$ cat src/rtl/adder_pkg.sv
// rtl/adder_pkg.sv - shared constants and types for the arbitrated adder
//
// Purpose : holds the default operand width, the FSM state encoding and the
//           requester ids used by adder_arb and the bench.
// Ports   : none (package).

package adder_pkg;

    localparam int WIDTH_DEFAULT = 16;

    typedef enum logic [1:0] {
        IDLE = 2'd0,
        ADD  = 2'd1,
        OUT  = 2'd2
    } state_t;

    localparam logic REQ0 = 1'b0;
    localparam logic REQ1 = 1'b1;

endpackage

$ cat src/rtl/adder.sv
// rtl/adder.sv - plain combinational WIDTH-bit adder, carry discarded
//
// Purpose : shared adder used by adder_arb; any overflow handling lives in
//           the caller.
// Ports   : a, b  - operands (WIDTH)
//           sum   - a + b modulo 2^WIDTH (WIDTH)

module adder
    import adder_pkg::*;
#(
    parameter int WIDTH = WIDTH_DEFAULT
) (
    input  logic [WIDTH-1:0] a,
    input  logic [WIDTH-1:0] b,
    output logic [WIDTH-1:0] sum
);

    assign sum = a + b;

endmodule

$ cat src/rtl/adder_arb.sv
// rtl/adder_arb.sv - two-requester round-robin arbiter feeding one shared adder
//
// Purpose : accepts an operand pair from one of two requesters, adds it with
//           a single shared adder and presents the sum until the consumer
//           takes it. One transaction in flight at a time (IDLE -> ADD -> OUT).
// Config  : define ADDER_ARB_SAT_EN for an unsigned saturating sum; without
//           it the sum wraps modulo 2^WIDTH.
// Ports   : CLK                    - clock, rising edge
//           RES                    - synchronous active-high reset
//           req0_valid/a/b/ready   - requester 0 handshake and operands
//           req1_valid/a/b/ready   - requester 1 handshake and operands
//           res_valid/id/sum       - result register and its owner
//           res_ready              - consumer takes the result
//           op_count               - completed transactions (16-bit, wraps)

module adder_arb
    import adder_pkg::*;
#(
    parameter int WIDTH = WIDTH_DEFAULT
) (
    input  logic             CLK,
    input  logic             RES,
    input  logic             req0_valid,
    input  logic [WIDTH-1:0] req0_a,
    input  logic [WIDTH-1:0] req0_b,
    output logic             req0_ready,
    input  logic             req1_valid,
    input  logic [WIDTH-1:0] req1_a,
    input  logic [WIDTH-1:0] req1_b,
    output logic             req1_ready,
    output logic             res_valid,
    output logic             res_id,
    output logic [WIDTH-1:0] res_sum,
    input  logic             res_ready,
    output logic [15:0]      op_count
);

    state_t           r_state;
    state_t           w_state_nxt;

    logic             r_last_id;
    logic [WIDTH-1:0] r_op_a;
    logic [WIDTH-1:0] r_op_b;
    logic             r_res_valid;
    logic             r_res_id;
    logic [WIDTH-1:0] r_res_sum;
    logic [15:0]      r_op_count;

    logic             w_grant_id;
    logic             w_accept;
    logic             w_complete;
    logic             w_req0_ready;
    logic             w_req1_ready;
    logic [WIDTH-1:0] w_sel_a;
    logic [WIDTH-1:0] w_sel_b;
    logic [WIDTH-1:0] w_add_sum;
    logic [WIDTH-1:0] w_sum_final;

    // Round-robin: a lone requester always wins; on a tie the requester that
    // was not granted last wins. r_last_id resets to REQ1 so REQ0 takes the
    // first tie.
    always_comb begin
        w_grant_id = REQ0;
        if (req0_valid && req1_valid) begin
            w_grant_id = (r_last_id == REQ0) ? REQ1 : REQ0;
        end else if (req1_valid) begin
            w_grant_id = REQ1;
        end
    end

    assign w_sel_a = (w_grant_id == REQ1) ? req1_a : req0_a;
    assign w_sel_b = (w_grant_id == REQ1) ? req1_b : req0_b;

    always_ff @(posedge CLK) begin
        if (RES) begin
            r_state <= IDLE;
        end else begin
            r_state <= w_state_nxt;
        end
    end

    // Ready is gated by RES so no requester sees a handshake while the block
    // is being reset, even in the cycle reset is first applied.
    always_comb begin
        w_state_nxt  = r_state;
        w_accept     = 1'b0;
        w_complete   = 1'b0;
        w_req0_ready = 1'b0;
        w_req1_ready = 1'b0;
        case (r_state)
            IDLE: begin
                if ((req0_valid || req1_valid) && !RES) begin
                    w_accept     = 1'b1;
                    w_req0_ready = (w_grant_id == REQ0);
                    w_req1_ready = (w_grant_id == REQ1);
                    w_state_nxt  = ADD;
                end
            end
            ADD: begin
                w_state_nxt = OUT;
            end
            OUT: begin
                if (res_ready) begin
                    w_complete  = 1'b1;
                    w_state_nxt = IDLE;
                end
            end
            default: begin
                w_state_nxt = IDLE;
            end
        endcase
    end

    adder #(
        .WIDTH (WIDTH)
    ) u_adder (
        .a   (r_op_a),
        .b   (r_op_b),
        .sum (w_add_sum)
    );

`ifdef ADDER_ARB_SAT_EN
    // Unsigned overflow shows up as a wrapped sum smaller than an operand.
    logic w_carry;
    assign w_carry     = (w_add_sum < r_op_a);
    assign w_sum_final = w_carry ? {WIDTH{1'b1}} : w_add_sum;
`else
    assign w_sum_final = w_add_sum;
`endif

    always_ff @(posedge CLK) begin
        if (RES) begin
            r_last_id   <= REQ1;
            r_op_a      <= '0;
            r_op_b      <= '0;
            r_res_valid <= 1'b0;
            r_res_id    <= REQ0;
            r_res_sum   <= '0;
            r_op_count  <= 16'd0;
        end else begin
            if (w_accept) begin
                r_op_a    <= w_sel_a;
                r_op_b    <= w_sel_b;
                r_last_id <= w_grant_id;
            end
            if (r_state == ADD) begin
                r_res_sum   <= w_sum_final;
                r_res_id    <= r_last_id;
                r_res_valid <= 1'b1;
            end
            if (w_complete) begin
                r_res_valid <= 1'b0;
                r_op_count  <= r_op_count + 16'd1;
            end
        end
    end

    assign req0_ready = w_req0_ready;
    assign req1_ready = w_req1_ready;
    assign res_valid  = r_res_valid;
    assign res_id     = r_res_id;
    assign res_sum    = r_res_sum;
    assign op_count   = r_op_count;

endmodule

$ cat config.mk
export PLATFORM = sky130hd
export DESIGN_NAME = adder_arb
export DESIGN_NICKNAME = d
export VERILOG_FILES = /design/src/rtl/adder_pkg.sv /design/src/rtl/adder.sv /design/src/rtl/adder_arb.sv
export SDC_FILE = /design/constraint.sdc
export NUM_CORES = 1
export LEC_CHECK = 0
export ABC_AREA = 1
export CAP_MARGIN = 40
export CORE_MARGIN = 4
export CORE_UTILIZATION = 51
export CTS_BUF_LIST = sky130_fd_sc_hd__clkbuf_2
export CTS_CLUSTER_DIAMETER = 30
export DETAILED_ROUTE_END_ITERATION = 10
export GPL_TIMING_DRIVEN = 1
export PLACE_DENSITY = 0.92
export SYNTH_ARGS = -nofsm -noshare
export SYNTH_HDL_FRONTEND = slang
export SYNTH_HIERARCHICAL = 1
export SYNTH_SLANG_ARGS = --single-unit
$ cat constraint.sdc
create_clock -name CLK -period 2 [get_ports CLK]
set_input_delay 0.6 -clock CLK [delete_from_list [all_inputs] [get_ports CLK]]
set_output_delay 0.6 -clock CLK [all_outputs]
set_load 0.05 [all_outputs]
==> metrics.txt, run 1 <==
# TYPE chip_impl_metric gauge
chip_impl_metric{name="detail-route-antenna-nets",unit=""} 0
chip_impl_info{name="worstPathCellList",value="clkdlybuf4s15_1 -> inv_8 -> o21ai_4 -> nor2_8 -> nand2_4 -> clkinvlp_4 -> buf_12"} 1
chip_impl_metric{name="antennaDiodeCount",unit=""} 0
chip_impl_metric{name="hold-worst-slack",unit="ns"} 0.483
chip_impl_metric{name="maxSlewViolCount",unit=""} 0
chip_impl_metric{name="worstSkewPairLatency",unit="ns"} 0.49
chip_impl_metric{name="fp-row-count",unit=""} 32
chip_impl_metric{name="finish.net_count",unit=""} 835
chip_impl_metric{name="detail_route.wirelength",unit="um"} 9440
chip_impl_metric{name="timing.slew.headroom",unit=""} 0.754
chip_impl_info{name="hold-path-endpoint",value="r_op_b[9]"} 1
chip_impl_metric{name="drive_gt1_frac",unit=""} 0.135
chip_impl_info{name="worst_r2r_endpoint",value="res_sum[8]"} 1
chip_impl_metric{name="power.internal",unit="mW"} 2.10
chip_impl_metric{name="floorplan.io_pins",unit=""} 105
chip_impl_metric{name="place_hpwl",unit="um"} 7390
chip_impl_metric{name="leakage",unit="nW"} 2.59
chip_impl_metric{name="postSynthAreaPerCell",unit="um^2"} 6.28
chip_impl_metric{name="maxCapViolations",unit=""} 0
chip_impl_metric{name="floorplan.die.height",unit="um"} 97.1
chip_impl_metric{name="setup-violations-final",unit=""} 2
chip_impl_metric{name="dr.first_iter.drc_count",unit=""} 175
chip_impl_info{name="synth-main-ff-cell",value="sky130_fd_sc_hd__dfxtp_1"} 1
chip_impl_metric{name="layout_min_cycle_time",unit="ns"} 2.07
chip_impl_info{name="cts_root_buffer",value="sky130_fd_sc_hd__clkbuf_2"} 1
chip_impl_metric{name="detail_route.first_pass.iterations",unit=""} 4
chip_impl_info{name="outcome",value="finished, violations left"} 1
chip_impl_metric{name="clockBufferDepth",unit=""} 2
chip_impl_metric{name="area_delta_synth_final",unit="%"} 29.8
chip_impl_metric{name="comb_power_share",unit=""} 0.271
chip_impl_info{name="failed_checks",value="setup timing"} 1
chip_impl_metric{name="worstPathMaxFanout",unit=""} 3
chip_impl_metric{name="clkPwrFrac",unit=""} 0.245
chip_impl_info{name="yosys-top-cells-count",value="sky130_fd_sc_hd__nand2_1 (272), sky130_fd_sc_hd__nor2_1 (78), sky130_fd_sc_hd__dfxtp_1 (69)"} 1
chip_impl_metric{name="numCtsBuffers",unit=""} 9
chip_impl_metric{name="power.sequential.fraction",unit=""} 0.484
chip_impl_metric{name="synth_async_sr_flop_share",unit=""} 0
chip_impl_metric{name="reg2regPathDepth",unit=""} 10
chip_impl_metric{name="critPathArrivalTime",unit="ns"} 1.47
chip_impl_info{name="netlist_top_cells_area",value="sky130_fd_sc_hd__dfxtp_1 (34%), sky130_fd_sc_hd__nand2_1 (25%), sky130_fd_sc_hd__nor2_1 (7.2%)"} 1
chip_impl_info{name="hp-class",value="reg2reg"} 1
chip_impl_metric{name="yosysTopAreaCellShare",unit=""} 0.341
chip_impl_metric{name="synthDistinctLibCells",unit=""} 32
chip_impl_info{name="clock_tree_from_tritoncts",value="done"} 1
chip_impl_metric{name="crit_path_max_incr_delay",unit="ns"} 0.26
chip_impl_metric{name="worst-slew-pin-transition",unit="ns"} 0.367
chip_impl_metric{name="initial_antenna_violation_count",unit=""} 0
chip_impl_metric{name="finalHoldViolCount",unit=""} 0
chip_impl_metric{name="die_w",unit="um"} 97.1
chip_impl_metric{name="synthCells",unit=""} 644
chip_impl_metric{name="postCtsHoldBufs",unit=""} 0
chip_impl_metric{name="global_route.usage.total",unit=""} 0.205
chip_impl_info{name="start_kind",value="input pin"} 1
chip_impl_metric{name="post-route-util",unit=""} 0.679
chip_impl_metric{name="numPortBuffers",unit=""} 104
chip_impl_metric{name="routed-via-count",unit=""} 4116
chip_impl_metric{name="syn_area",unit="mm^2"} 0.00405
chip_impl_metric{name="grt_pass1_vias",unit=""} 3953
chip_impl_metric{name="drc_errors",unit=""} 0
chip_impl_metric{name="post-route-period-util",unit=""} 1.04
chip_impl_metric{name="ys_ff_latch",unit=""} 69
chip_impl_metric{name="wl_cell",unit="um"} 11.0
chip_impl_metric{name="grt_first_pass_wirelength",unit="um"} 16500
chip_impl_metric{name="globalRoute.totalOverflow",unit=""} 0
chip_impl_metric{name="post-route-worst-setup-slack",unit="ns"} -0.0735
chip_impl_metric{name="dieArea",unit="mm^2"} 0.00942
chip_impl_metric{name="switching_power",unit="mW"} 1.05
chip_impl_metric{name="clock_slew_at_reported_path_ffs",unit="ns"} 0.16
chip_impl_metric{name="globalplace.congestion",unit=""} 0.863
chip_impl_metric{name="placeable_core_region",unit="mm^2"} 0.00773
chip_impl_info{name="end_kind",value="output pin"} 1
chip_impl_metric{name="sequential_cell_area_fraction_in_the_yosys_report",unit=""} 0.341
chip_impl_metric{name="fin_skew",unit="ns"} 0.0382
chip_impl_metric{name="power_dens_cells",unit="mW/mm^2"} 599
chip_impl_metric{name="hold-path-cell-count",unit=""} 2
chip_impl_metric{name="cp_num_buf_inv",unit=""} 4
chip_impl_metric{name="number_of_enable_type_register_cells_in_the_synthesized_netlist",unit=""} 0
chip_impl_metric{name="vdd.ir_drop.worst",unit="V"} 0.000254
chip_impl_metric{name="h-tree-depth",unit=""} 3
chip_impl_metric{name="power.share.switching",unit=""} 0.333
chip_impl_metric{name="yosysWarnings",unit=""} 6
chip_impl_info{name="yosys.area.top_type",value="sky130_fd_sc_hd__dfxtp_1"} 1
chip_impl_info{name="synth_most_common_cell",value="sky130_fd_sc_hd__nand2_1"} 1
chip_impl_metric{name="initial_core_util",unit=""} 0.523
chip_impl_metric{name="worst-r2r-setup-slack",unit="ns"} 0.22
chip_impl_metric{name="drt-vias-per-instance",unit=""} 4.81
chip_impl_info{name="unrepaired_setup_endpoints_after_global_routing",value="yes"} 1
chip_impl_info{name="reg2reg_from",value="r_op_a[0]"} 1
chip_impl_metric{name="mappedNetlistNets",unit=""} 730
chip_impl_metric{name="pin_count_of_the_biggest_net_entering_global_routing",unit=""} 37
chip_impl_info{name="crit_type",value="in2out"} 1
chip_impl_info{name="crit_family",value="buffers and inverters"} 1
chip_impl_info{name="crit_path_top_delay_cell",value="sky130_fd_sc_hd__clkdlybuf4s15_1"} 1
chip_impl_metric{name="clkSinkCount",unit=""} 69
chip_impl_metric{name="worst-endpoint-required",unit="ns"} 1.40
chip_impl_metric{name="fillCellCount",unit=""} 645
chip_impl_info{name="timing.hold.worst.start",value="r_op_b[9]"} 1
chip_impl_metric{name="fmax",unit="GHz"} 0.482
[worst max path at each step]
stage / end / depth (start not counted) / slack [ns] / start
after global routing: req0_ready / 6 / -0.12 / r_state[0]
after global placement: req0_ready / 7 / -0.33 / RES
final: req1_ready / 7 / -0.07 / RES
after floorplan: req0_ready / 7 / -0.09 / RES
after CTS: req0_ready / 6 / -0.11 / r_state[0]
after detailed placement: req0_ready / 7 / -0.36 / RES
[cell type report]
cell class                      count  area, um^2  share of cell area
Clock buffer                        9        45.0             0.00858
Clock inverter                      6        65.1              0.0124
Inverter                           59         238              0.0453
Multi-Input combinational cell    494        2320               0.442
Sequential cell                    69        1390               0.265
Tap cell                          102         128              0.0243
Timing Repair Buffer              116        1060               0.203
[state kept, by name (all words and copies together) (netlist names)]
register	cells
op_count	16
r_last_id	1
r_op_a	16
r_op_b	16
r_state	2
res_id	1
res_sum	16
res_valid	1
[repair_timing]
action | in CTS | in global routing
endpoints found under the setup margin | 2 | 5
pin swaps | 5 | 2
resized for setup | 8 | 4
setup buffers | 6 | 0
[placed cells by master (no fill, tap or decap), drive strengths merged, types with 4 or more instances in the layout]
cell type	count
a21oi	46
buf	48
clkbuf	9
clkdlybuf4s50	65
clkinv	4
dfxtp	69
ha	16
inv	58
nand2	280
nand3	23
nand4	5
nor2	83
nor3	4
o21ai	22
xor2	7
[logic make-up after synthesis]
group                    count (synthesis)  share of synthesized area
buffers and inverters                   81                     0.0928
flip-flops                              69                      0.341
adder cells (fa/ha/maj)                 17                     0.0544
XOR/XNOR                                 9                     0.0195
AO/OA/AOI/OAI                           68                     0.0860
AND/OR/NAND/NOR                        400                      0.406
[power groups by stage]
| stage | Sequential, mW | Combinational (mW) | Clock (mW) |
|---|---|---|---|
| 4_1_cts | 1.52 | 0.854 | 0.789 |
| 3_5_place_dp | 1.55 | 0.833 | 0 |
| 2_1_floorplan | 1.67 | 0.437 | 0 |
| 5_1_grt | 1.53 | 0.942 | 0.851 |
| 3_3_place_gp | 1.54 | 0.820 | 0 |
| 6_report | 1.52 | 0.851 | 0.771 |
[tightest hold or removal path, delay by kind of cell, from the launching register on]
kind | cells | cell delay (ns)
compound gates | 1 | 0.05
flops | 1 | 0.35
simple gates | 1 | 0.06
[per-layer routing]
| layer | up-vias | share of wire | track usage |
|---|---|---|---|
| met3 | 13 | 0.066 | 0.0431 |
| met4 | 0 | 0.012 | 0.0713 |
| met5 | - | 0 | 0 |
| met1 | 1766 | 0.45 | 0.252 |
| met2 | 125 | 0.47 | 0.355 |
| li1 | 2212 | - | - |
[metrics by stage]
| step | cells | area (um^2) | worst slack, ns | TNS [ns] | power, mW |
|---|---|---|---|---|---|
| 2_1_floorplan | 644 | 4090 | -0.0893 | -0.0996 | 2.10 |
| 4_1_cts | 855 | 5240 | -0.112 | -0.223 | 3.16 |
| 3_5_place_dp | 834 | 5080 | -0.362 | -3.32 | 2.38 |
| 5_1_grt | 855 | 5250 | -0.120 | -0.239 | 3.32 |
| 3_3_place_gp | 834 | 5080 | -0.335 | -1.71 | 2.36 |
| 6_report | 855 | 5250 | -0.0735 | -0.145 | 3.14 |
(Power assumes the default switching activity.)
==> run 2: changes to the inputs <==
Settings changed: SETUP_SLACK_MARGIN set to 0.2.
==> run 2 against run 1 <==
  * Setup slack about the same
  * Design area increased by 1.1%
  * Critical path depth unchanged
  * Non-clock buffer count grew 1
  * The run still ends with setup timing left
  * Clock power is essentially flat
  * Clock skew down 0.0016 ns
  * Global-route usage unchanged
==> metrics.txt, run 2 (same netlist as run 1, synthesis figures left out) <==
# TYPE chip_impl_metric gauge
chip_impl_metric{name="clkPwrFrac",unit=""} 0.245
chip_impl_metric{name="detail_route.wirelength",unit="um"} 9580
chip_impl_metric{name="critPathArrivalTime",unit="ns"} 1.47
chip_impl_info{name="cts_root_buffer",value="sky130_fd_sc_hd__clkbuf_2"} 1
chip_impl_info{name="crit_path_top_delay_cell",value="sky130_fd_sc_hd__clkdlybuf4s15_1"} 1
chip_impl_metric{name="antennaDiodeCount",unit=""} 0
chip_impl_metric{name="worst-slew-pin-transition",unit="ns"} 0.374
chip_impl_metric{name="clock_slew_at_reported_path_ffs",unit="ns"} 0.21
chip_impl_info{name="unrepaired_setup_endpoints_after_global_routing",value="yes"} 1
chip_impl_metric{name="maxCapViolations",unit=""} 0
chip_impl_metric{name="placed_area",unit="mm^2"} 0.00508
chip_impl_metric{name="post-route-period-util",unit=""} 1.04
chip_impl_metric{name="drt-vias-per-instance",unit=""} 4.82
chip_impl_metric{name="clkSinkCount",unit=""} 69
chip_impl_info{name="layout.cells.most_common_list",value="sky130_fd_sc_hd__nand2_1 (265), sky130_fd_sc_hd__nor2_1 (75), sky130_fd_sc_hd__clkdlybuf4s50_1 (65), sky130_fd_sc_hd__dfxtp_1 (54), sky130_fd_sc_hd__inv_1 (48)"} 1
chip_impl_metric{name="maxSlewViolCount",unit=""} 0
chip_impl_metric{name="post-route-worst-setup-slack",unit="ns"} -0.0737
chip_impl_info{name="outcome",value="finished, violations left"} 1
chip_impl_metric{name="detail_route.first_pass.iterations",unit=""} 6
chip_impl_metric{name="initial_antenna_violation_count",unit=""} 0
chip_impl_metric{name="leakage",unit="nW"} 2.60
chip_impl_info{name="clock_tree_from_tritoncts",value="done"} 1
chip_impl_metric{name="layout_min_cycle_time",unit="ns"} 2.07
chip_impl_metric{name="fillCellCount",unit=""} 637
chip_impl_metric{name="dpl_worst_slack",unit="ns"} -0.362
chip_impl_metric{name="area.sequential",unit="mm^2"} 0.00140
chip_impl_metric{name="comb_power_share",unit=""} 0.272
chip_impl_metric{name="clockBufferDepth",unit=""} 2
chip_impl_metric{name="dieArea",unit="mm^2"} 0.00942
chip_impl_metric{name="initial_core_util",unit=""} 0.523
chip_impl_metric{name="finish.net_count",unit=""} 836
chip_impl_metric{name="drc_errors",unit=""} 0
chip_impl_metric{name="h-tree-depth",unit=""} 3
chip_impl_metric{name="grt_first_pass_wirelength",unit="um"} 16500
chip_impl_metric{name="routed-via-count",unit=""} 4130
chip_impl_metric{name="fmax",unit="GHz"} 0.482
chip_impl_info{name="crit_type",value="in2out"} 1
chip_impl_metric{name="switching_power",unit="mW"} 1.05
chip_impl_metric{name="power.internal",unit="mW"} 2.10
chip_impl_metric{name="floorplan.io_pins",unit=""} 105
chip_impl_info{name="start_kind",value="input pin"} 1
chip_impl_metric{name="timing.setup.tns",unit="ns"} -0.146
chip_impl_metric{name="fin_skew",unit="ns"} 0.0366
chip_impl_metric{name="timing.slew.headroom",unit=""} 0.750
chip_impl_metric{name="numCtsBuffers",unit=""} 9
chip_impl_metric{name="globalRoute.totalOverflow",unit=""} 0
chip_impl_metric{name="power.sequential.fraction",unit=""} 0.483
chip_impl_metric{name="worstSkewPairLatency",unit="ns"} 0.49
chip_impl_info{name="end_kind",value="output pin"} 1
chip_impl_metric{name="floorplan.die.height",unit="um"} 97.1
chip_impl_metric{name="power.share.switching",unit=""} 0.334
chip_impl_info{name="hp-class",value="reg2reg"} 1
chip_impl_info{name="worstPathCellList",value="clkdlybuf4s15_1 -> inv_8 -> o21ai_4 -> nor2_8 -> inv_6 -> nor2_4 -> buf_12"} 1
chip_impl_metric{name="dr.first_iter.drc_count",unit=""} 190
chip_impl_info{name="layout_commonest_cell",value="sky130_fd_sc_hd__nand2_1"} 1
chip_impl_metric{name="fp-row-count",unit=""} 32
chip_impl_metric{name="detail-route-antenna-nets",unit=""} 0
chip_impl_metric{name="place_hpwl",unit="um"} 7390
chip_impl_metric{name="pin_count_of_the_biggest_net_entering_global_routing",unit=""} 37
chip_impl_metric{name="placeable_core_region",unit="mm^2"} 0.00773
chip_impl_metric{name="vdd.ir_drop.worst",unit="V"} 0.000254
chip_impl_metric{name="power_dens_cells",unit="mW/mm^2"} 594
chip_impl_metric{name="multiInputGateArea",unit="mm^2"} 0.00236
chip_impl_metric{name="drive_gt1_frac",unit=""} 0.164
chip_impl_metric{name="globalplace.congestion",unit=""} 0.863
chip_impl_metric{name="post-route-util",unit=""} 0.687
chip_impl_metric{name="layoutNonFillerInstCount",unit=""} 856
chip_impl_metric{name="die_w",unit="um"} 97.1
chip_impl_metric{name="dpl.cell_count",unit=""} 834
chip_impl_metric{name="grt_pass1_vias",unit=""} 3950
chip_impl_metric{name="worstPathMaxFanout",unit=""} 3
chip_impl_metric{name="wl_cell",unit="um"} 11.2
chip_impl_metric{name="postCtsHoldBufs",unit=""} 0
chip_impl_metric{name="global_route.usage.total",unit=""} 0.205
chip_impl_metric{name="worst-endpoint-required",unit="ns"} 1.40
chip_impl_metric{name="finalHoldViolCount",unit=""} 0
chip_impl_metric{name="numPortBuffers",unit=""} 104
chip_impl_metric{name="cp_num_buf_inv",unit=""} 4
chip_impl_metric{name="area_delta_synth_final",unit="%"} 31.2
chip_impl_info{name="failed_checks",value="setup timing"} 1
chip_impl_metric{name="fin_area",unit="mm^2"} 0.00531
chip_impl_metric{name="setup-violations-final",unit=""} 2
chip_impl_metric{name="crit_path_max_incr_delay",unit="ns"} 0.26
chip_impl_info{name="crit_family",value="buffers and inverters"} 1
run 2: changes by cell type in the layout (fill, tap and decap cells not counted):
cell,delta
sky130_fd_sc_hd__dfxtp_1,-11
sky130_fd_sc_hd__dfxtp_2,+11
sky130_fd_sc_hd__nand2_1,-6
sky130_fd_sc_hd__nand2_2,+6
sky130_fd_sc_hd__ha_1,-2
sky130_fd_sc_hd__buf_4,+1
sky130_fd_sc_hd__ha_2,+1
sky130_fd_sc_hd__ha_4,+1
sky130_fd_sc_hd__nand3_1,-1
sky130_fd_sc_hd__nand3_2,+1
sky130_fd_sc_hd__nor2_1,-1
sky130_fd_sc_hd__nor2_2,+1
run 2: stage by stage:
| stage | power [mW] | hold WS (ns) |
|---|---|---|
| finish | 3.15 | 0.475 |
| CTS | 3.16 | 0.484 |
| global route | 3.33 | 0.498 |
| detailed placement | 2.38 | 0.460 |
| floorplan | 2.10 | 0.444 |
| global placement | 2.36 | 0.458 |
run 2: final cells by class:
class / count / area share
Multi-Input combinational cell: 494 / 0.444
Sequential cell: 69 / 0.264
Timing Repair Buffer: 117 / 0.202
Inverter: 59 / 0.0448
Tap cell: 102 / 0.0240
Clock inverter: 6 / 0.0123
Clock buffer: 9 / 0.00849
run 2: worst paths after layout:
path | cells past startpoint | to | slack (ns) | start
worst max-delay path | 7 | req0_ready | -0.07 | RES
worst min-delay path | 1 | op_count[3] | 0.47 | op_count[3]
worst max register to register | 10 | res_sum[8] | 0.27 | r_op_b[0]
worst min register to register | 1 | op_count[3] | 0.47 | op_count[3]
run 2: worst reg2reg max path: stages, from the launching register on:
cell,delay [ns]
sky130_fd_sc_hd__dfxtp_2,0.38
sky130_fd_sc_hd__ha_4,0.17
sky130_fd_sc_hd__fa_2,0.37
sky130_fd_sc_hd__nand2_2,0.08
sky130_fd_sc_hd__nand2_2,0.06
sky130_fd_sc_hd__and2_4,0.16
sky130_fd_sc_hd__nand2_1,0.05
sky130_fd_sc_hd__nand2_1,0.06
sky130_fd_sc_hd__xor2_1,0.15
sky130_fd_sc_hd__nor2_1,0.09
sky130_fd_sc_hd__nor2_1,0.05
run 2: layer usage:
metal / vias to the layer above / wire [um] / global-route usage
met5: - / 0 / 0
met2: 103 / 4490 / 0.355
met1: 1795 / 4450 / 0.252
met4: 0 / 128 / 0.0713
met3: 15 / 511 / 0.0431
li1: 2217 / - / -
run 2: power groups by stage:
stage	clock, mW	combinational (mW)	sequential (mW)
after floorplan	0	0.437	1.67
after global placement	0	0.820	1.54
after detailed placement	0	0.833	1.55
after CTS	0.789	0.854	1.52
after global routing	0.851	0.950	1.53
final	0.773	0.859	1.52
run 2: repair_timing:
| action | 4_1_cts | 5_1_grt |
|---|---|---|
| cloned | 0 | 0 |
| resized for setup | 12 | 22 |
| setup buffers | 6 | 1 |
| endpoints found under the setup margin | 8 | 16 |
| pin swaps | 5 | 13 |
==> run 3: changes to the inputs <==
Settings changed: CORE_UTILIZATION 51 to 45, PLACE_DENSITY 0.92 to 0.84.
==> run 3 against run 2 <==
  * Largest cell class unchanged
  * Setup slack got worse by 0.073 ns
  * The run still ends with setup timing left
  * Utilization fell by 6.6 points
  * Routed wire length increased by 0.74%
  * Combinational power up 1%
  * Largest power group unchanged
  * Count of clock-buffer cells in the layout unchanged
  * Clock power up 21%
  * Die area up 12%
==> metrics.txt, run 3 (same netlist as run 1, synthesis figures left out) <==
# TYPE chip_impl_metric gauge
chip_impl_metric{name="detail_route.wirelength",unit="um"} 9650
chip_impl_info{name="worst_r2r_endpoint",value="res_sum[8]"} 1
chip_impl_metric{name="grt_pass1_vias",unit=""} 3949
chip_impl_metric{name="drc_errors",unit=""} 0
chip_impl_metric{name="post-route-worst-setup-slack",unit="ns"} -0.147
chip_impl_metric{name="initial_core_util",unit=""} 0.464
chip_impl_metric{name="grt_first_pass_wirelength",unit="um"} 16400
chip_impl_metric{name="placed_area",unit="mm^2"} 0.00510
chip_impl_info{name="start_kind",value="input pin"} 1
chip_impl_metric{name="drive_gt1_frac",unit=""} 0.184
chip_impl_metric{name="worstPathMaxFanout",unit=""} 4
chip_impl_metric{name="leakage",unit="nW"} 2.62
chip_impl_metric{name="layout_min_cycle_time",unit="ns"} 2.15
chip_impl_info{name="hold-path-endpoint",value="op_count[3]"} 1
chip_impl_metric{name="post-route-period-util",unit=""} 1.07
chip_impl_metric{name="routed-wl-met3",unit="um"} 603
chip_impl_metric{name="antennaDiodeCount",unit=""} 0
chip_impl_metric{name="fin_skew",unit="ns"} 0.0300
chip_impl_metric{name="wl_cell",unit="um"} 11.2
chip_impl_info{name="crit_path_top_delay_cell",value="sky130_fd_sc_hd__dlygate4sd2_1"} 1
chip_impl_metric{name="worst-endpoint-required",unit="ns"} 1.40
chip_impl_metric{name="vdd.ir_drop.worst",unit="V"} 0.000275
chip_impl_metric{name="globalRoute.totalOverflow",unit=""} 0
chip_impl_metric{name="maxSlewViolCount",unit=""} 0
chip_impl_metric{name="met2WireLength",unit="um"} 4620
chip_impl_metric{name="area_delta_synth_final",unit="%"} 33.8
chip_impl_metric{name="die_w",unit="um"} 103
chip_impl_info{name="hp-class",value="reg2reg"} 1
chip_impl_metric{name="clkSinkCount",unit=""} 69
chip_impl_metric{name="floorplan.io_pins",unit=""} 105
chip_impl_metric{name="fp-row-count",unit=""} 34
chip_impl_metric{name="detail-route-antenna-nets",unit=""} 0
chip_impl_info{name="reg2reg_from",value="r_op_a[0]"} 1
chip_impl_metric{name="wl_met1",unit="um"} 4320
chip_impl_info{name="failed_checks",value="setup timing"} 1
chip_impl_metric{name="total_power",unit="mW"} 3.32
chip_impl_metric{name="global_route.usage.total",unit=""} 0.189
chip_impl_info{name="clock_tree_from_tritoncts",value="done"} 1
chip_impl_info{name="unrepaired_setup_endpoints_after_global_routing",value="yes"} 1
chip_impl_metric{name="placeable_core_region",unit="mm^2"} 0.00872
chip_impl_metric{name="numCtsBuffers",unit=""} 9
chip_impl_metric{name="floorplan.die.height",unit="um"} 103
chip_impl_metric{name="crit_path_max_incr_delay",unit="ns"} 0.30
chip_impl_info{name="cts_root_buffer",value="sky130_fd_sc_hd__clkbuf_2"} 1
chip_impl_metric{name="globalplace.congestion",unit=""} 0.924
chip_impl_metric{name="pin_count_of_the_biggest_net_entering_global_routing",unit=""} 37
chip_impl_info{name="layout_commonest_cell",value="sky130_fd_sc_hd__nand2_1"} 1
chip_impl_metric{name="worstSkewPairLatency",unit="ns"} 0.51
chip_impl_info{name="end_kind",value="output pin"} 1
chip_impl_metric{name="postCtsHoldBufs",unit=""} 0
chip_impl_metric{name="clock_slew_at_reported_path_ffs",unit="ns"} 0.20
chip_impl_metric{name="fmax",unit="GHz"} 0.466
chip_impl_metric{name="place_hpwl",unit="um"} 7430
chip_impl_metric{name="power_dens_cells",unit="mW/mm^2"} 613
chip_impl_info{name="timing.hold.worst.start",value="op_count[3]"} 1
chip_impl_metric{name="hold-path-cell-count",unit=""} 1
chip_impl_metric{name="drt-vias-per-instance",unit=""} 4.82
chip_impl_metric{name="critPathArrivalTime",unit="ns"} 1.55
chip_impl_metric{name="maxCapViolations",unit=""} 0
chip_impl_metric{name="numPortBuffers",unit=""} 104
chip_impl_metric{name="h-tree-depth",unit=""} 3
chip_impl_metric{name="dr.first_iter.drc_count",unit=""} 126
chip_impl_metric{name="dieArea",unit="mm^2"} 0.0106
chip_impl_metric{name="reg2regPathDepth",unit=""} 10
chip_impl_metric{name="setup-violations-final",unit=""} 2
chip_impl_metric{name="initial_antenna_violation_count",unit=""} 0
chip_impl_metric{name="worst-r2r-setup-slack",unit="ns"} 0.26
chip_impl_info{name="crit_type",value="in2out"} 1
chip_impl_info{name="layout.cells.most_common_list",value="sky130_fd_sc_hd__nand2_1 (262), sky130_fd_sc_hd__nor2_1 (74), sky130_fd_sc_hd__clkdlybuf4s50_1 (65), sky130_fd_sc_hd__inv_1 (48), sky130_fd_sc_hd__buf_4 (46)"} 1
chip_impl_metric{name="clockBufferDepth",unit=""} 2
chip_impl_info{name="worstPathCellList",value="dlygate4sd2_1 -> inv_8 -> o21ai_4 -> nor2_8 -> inv_6 -> nor2_4 -> buf_12"} 1
chip_impl_metric{name="detail_route.first_pass.iterations",unit=""} 5
chip_impl_metric{name="fin_area",unit="mm^2"} 0.00541
chip_impl_metric{name="worst-slew-pin-transition",unit="ns"} 0.368
chip_impl_info{name="top_layer",value="met4"} 1
chip_impl_metric{name="finalHoldViolCount",unit=""} 0
chip_impl_metric{name="routed-via-count",unit=""} 4167
chip_impl_metric{name="finish.net_count",unit=""} 837
chip_impl_metric{name="timing.slew.headroom",unit=""} 0.755
chip_impl_info{name="outcome",value="finished, violations left"} 1
==> run 3: metrics by stage <==
step | util | TNS (ns) | hold WS [ns] | setup slack, ns | cells
after floorplan | - | -0.0996 | 0.444 | -0.0893 | 644
after global placement | 0.585 | -1.82 | 0.455 | -0.379 | 842
after detailed placement | 0.585 | -3.75 | 0.462 | -0.404 | 842
after CTS | 0.607 | -0.311 | 0.485 | -0.179 | 861
after global routing | 0.621 | -0.433 | 0.495 | -0.226 | 864
final | 0.621 | -0.237 | 0.468 | -0.147 | 864
==> run 3: layer usage <==
layer  global-route usage  vias to the layer above
li1                     -                     2221
met1                0.234                     1824
met2                0.327                      111
met3               0.0433                       11
met4               0.0608                        0
met5                    0                        -
==> run 3: worst max-delay path, delay by kind of cell <==
family / cells / cell delay (ns)
and+or+nand+nor: 2 / 0.30
buffers and inverters: 4 / 0.57
AOI/OAI and AO/OA: 1 / 0.07
==> run 3: area by class of cell <==
| type | count | area, um^2 |
|---|---|---|
| sequential | 69 | 1430 |
| clock buffer | 9 | 45.0 |
| clock inverter | 7 | 97.6 |
| timing repair buffer | 118 | 1080 |
| fill | 807 | 3310 |
| tap | 108 | 135 |
| multi-input combinational | 494 | 2380 |
| inverter | 59 | 238 |
==> run 3: report_power, final <==
| part | leakage, nW | switching (mW) | internal, mW |
|---|---|---|---|
| sequential | 0.575 | 0.0575 | 1.46 |
| clock | 0.0805 | 0.512 | 0.420 |
| combinational | 1.97 | 0.508 | 0.359 |
==> run 3: timing repair <==
action / CTS / global route
gates resized for setup: 18 / 37
pin swaps: 3 / 14
endpoints found under the setup margin: 13 / 24
setup buffers: 3 / 3
==> run 3: how the worst max path moves through the flow <==
stage                     depth (start not counted)          to        from
after global routing                              6  req0_ready  r_state[0]
after floorplan                                   7  req0_ready         RES
after global placement                            7  req0_ready         RES
after detailed placement                          7  req0_ready         RES
after CTS                                         6  req0_ready  r_state[0]
final                                             7  req0_ready         RES
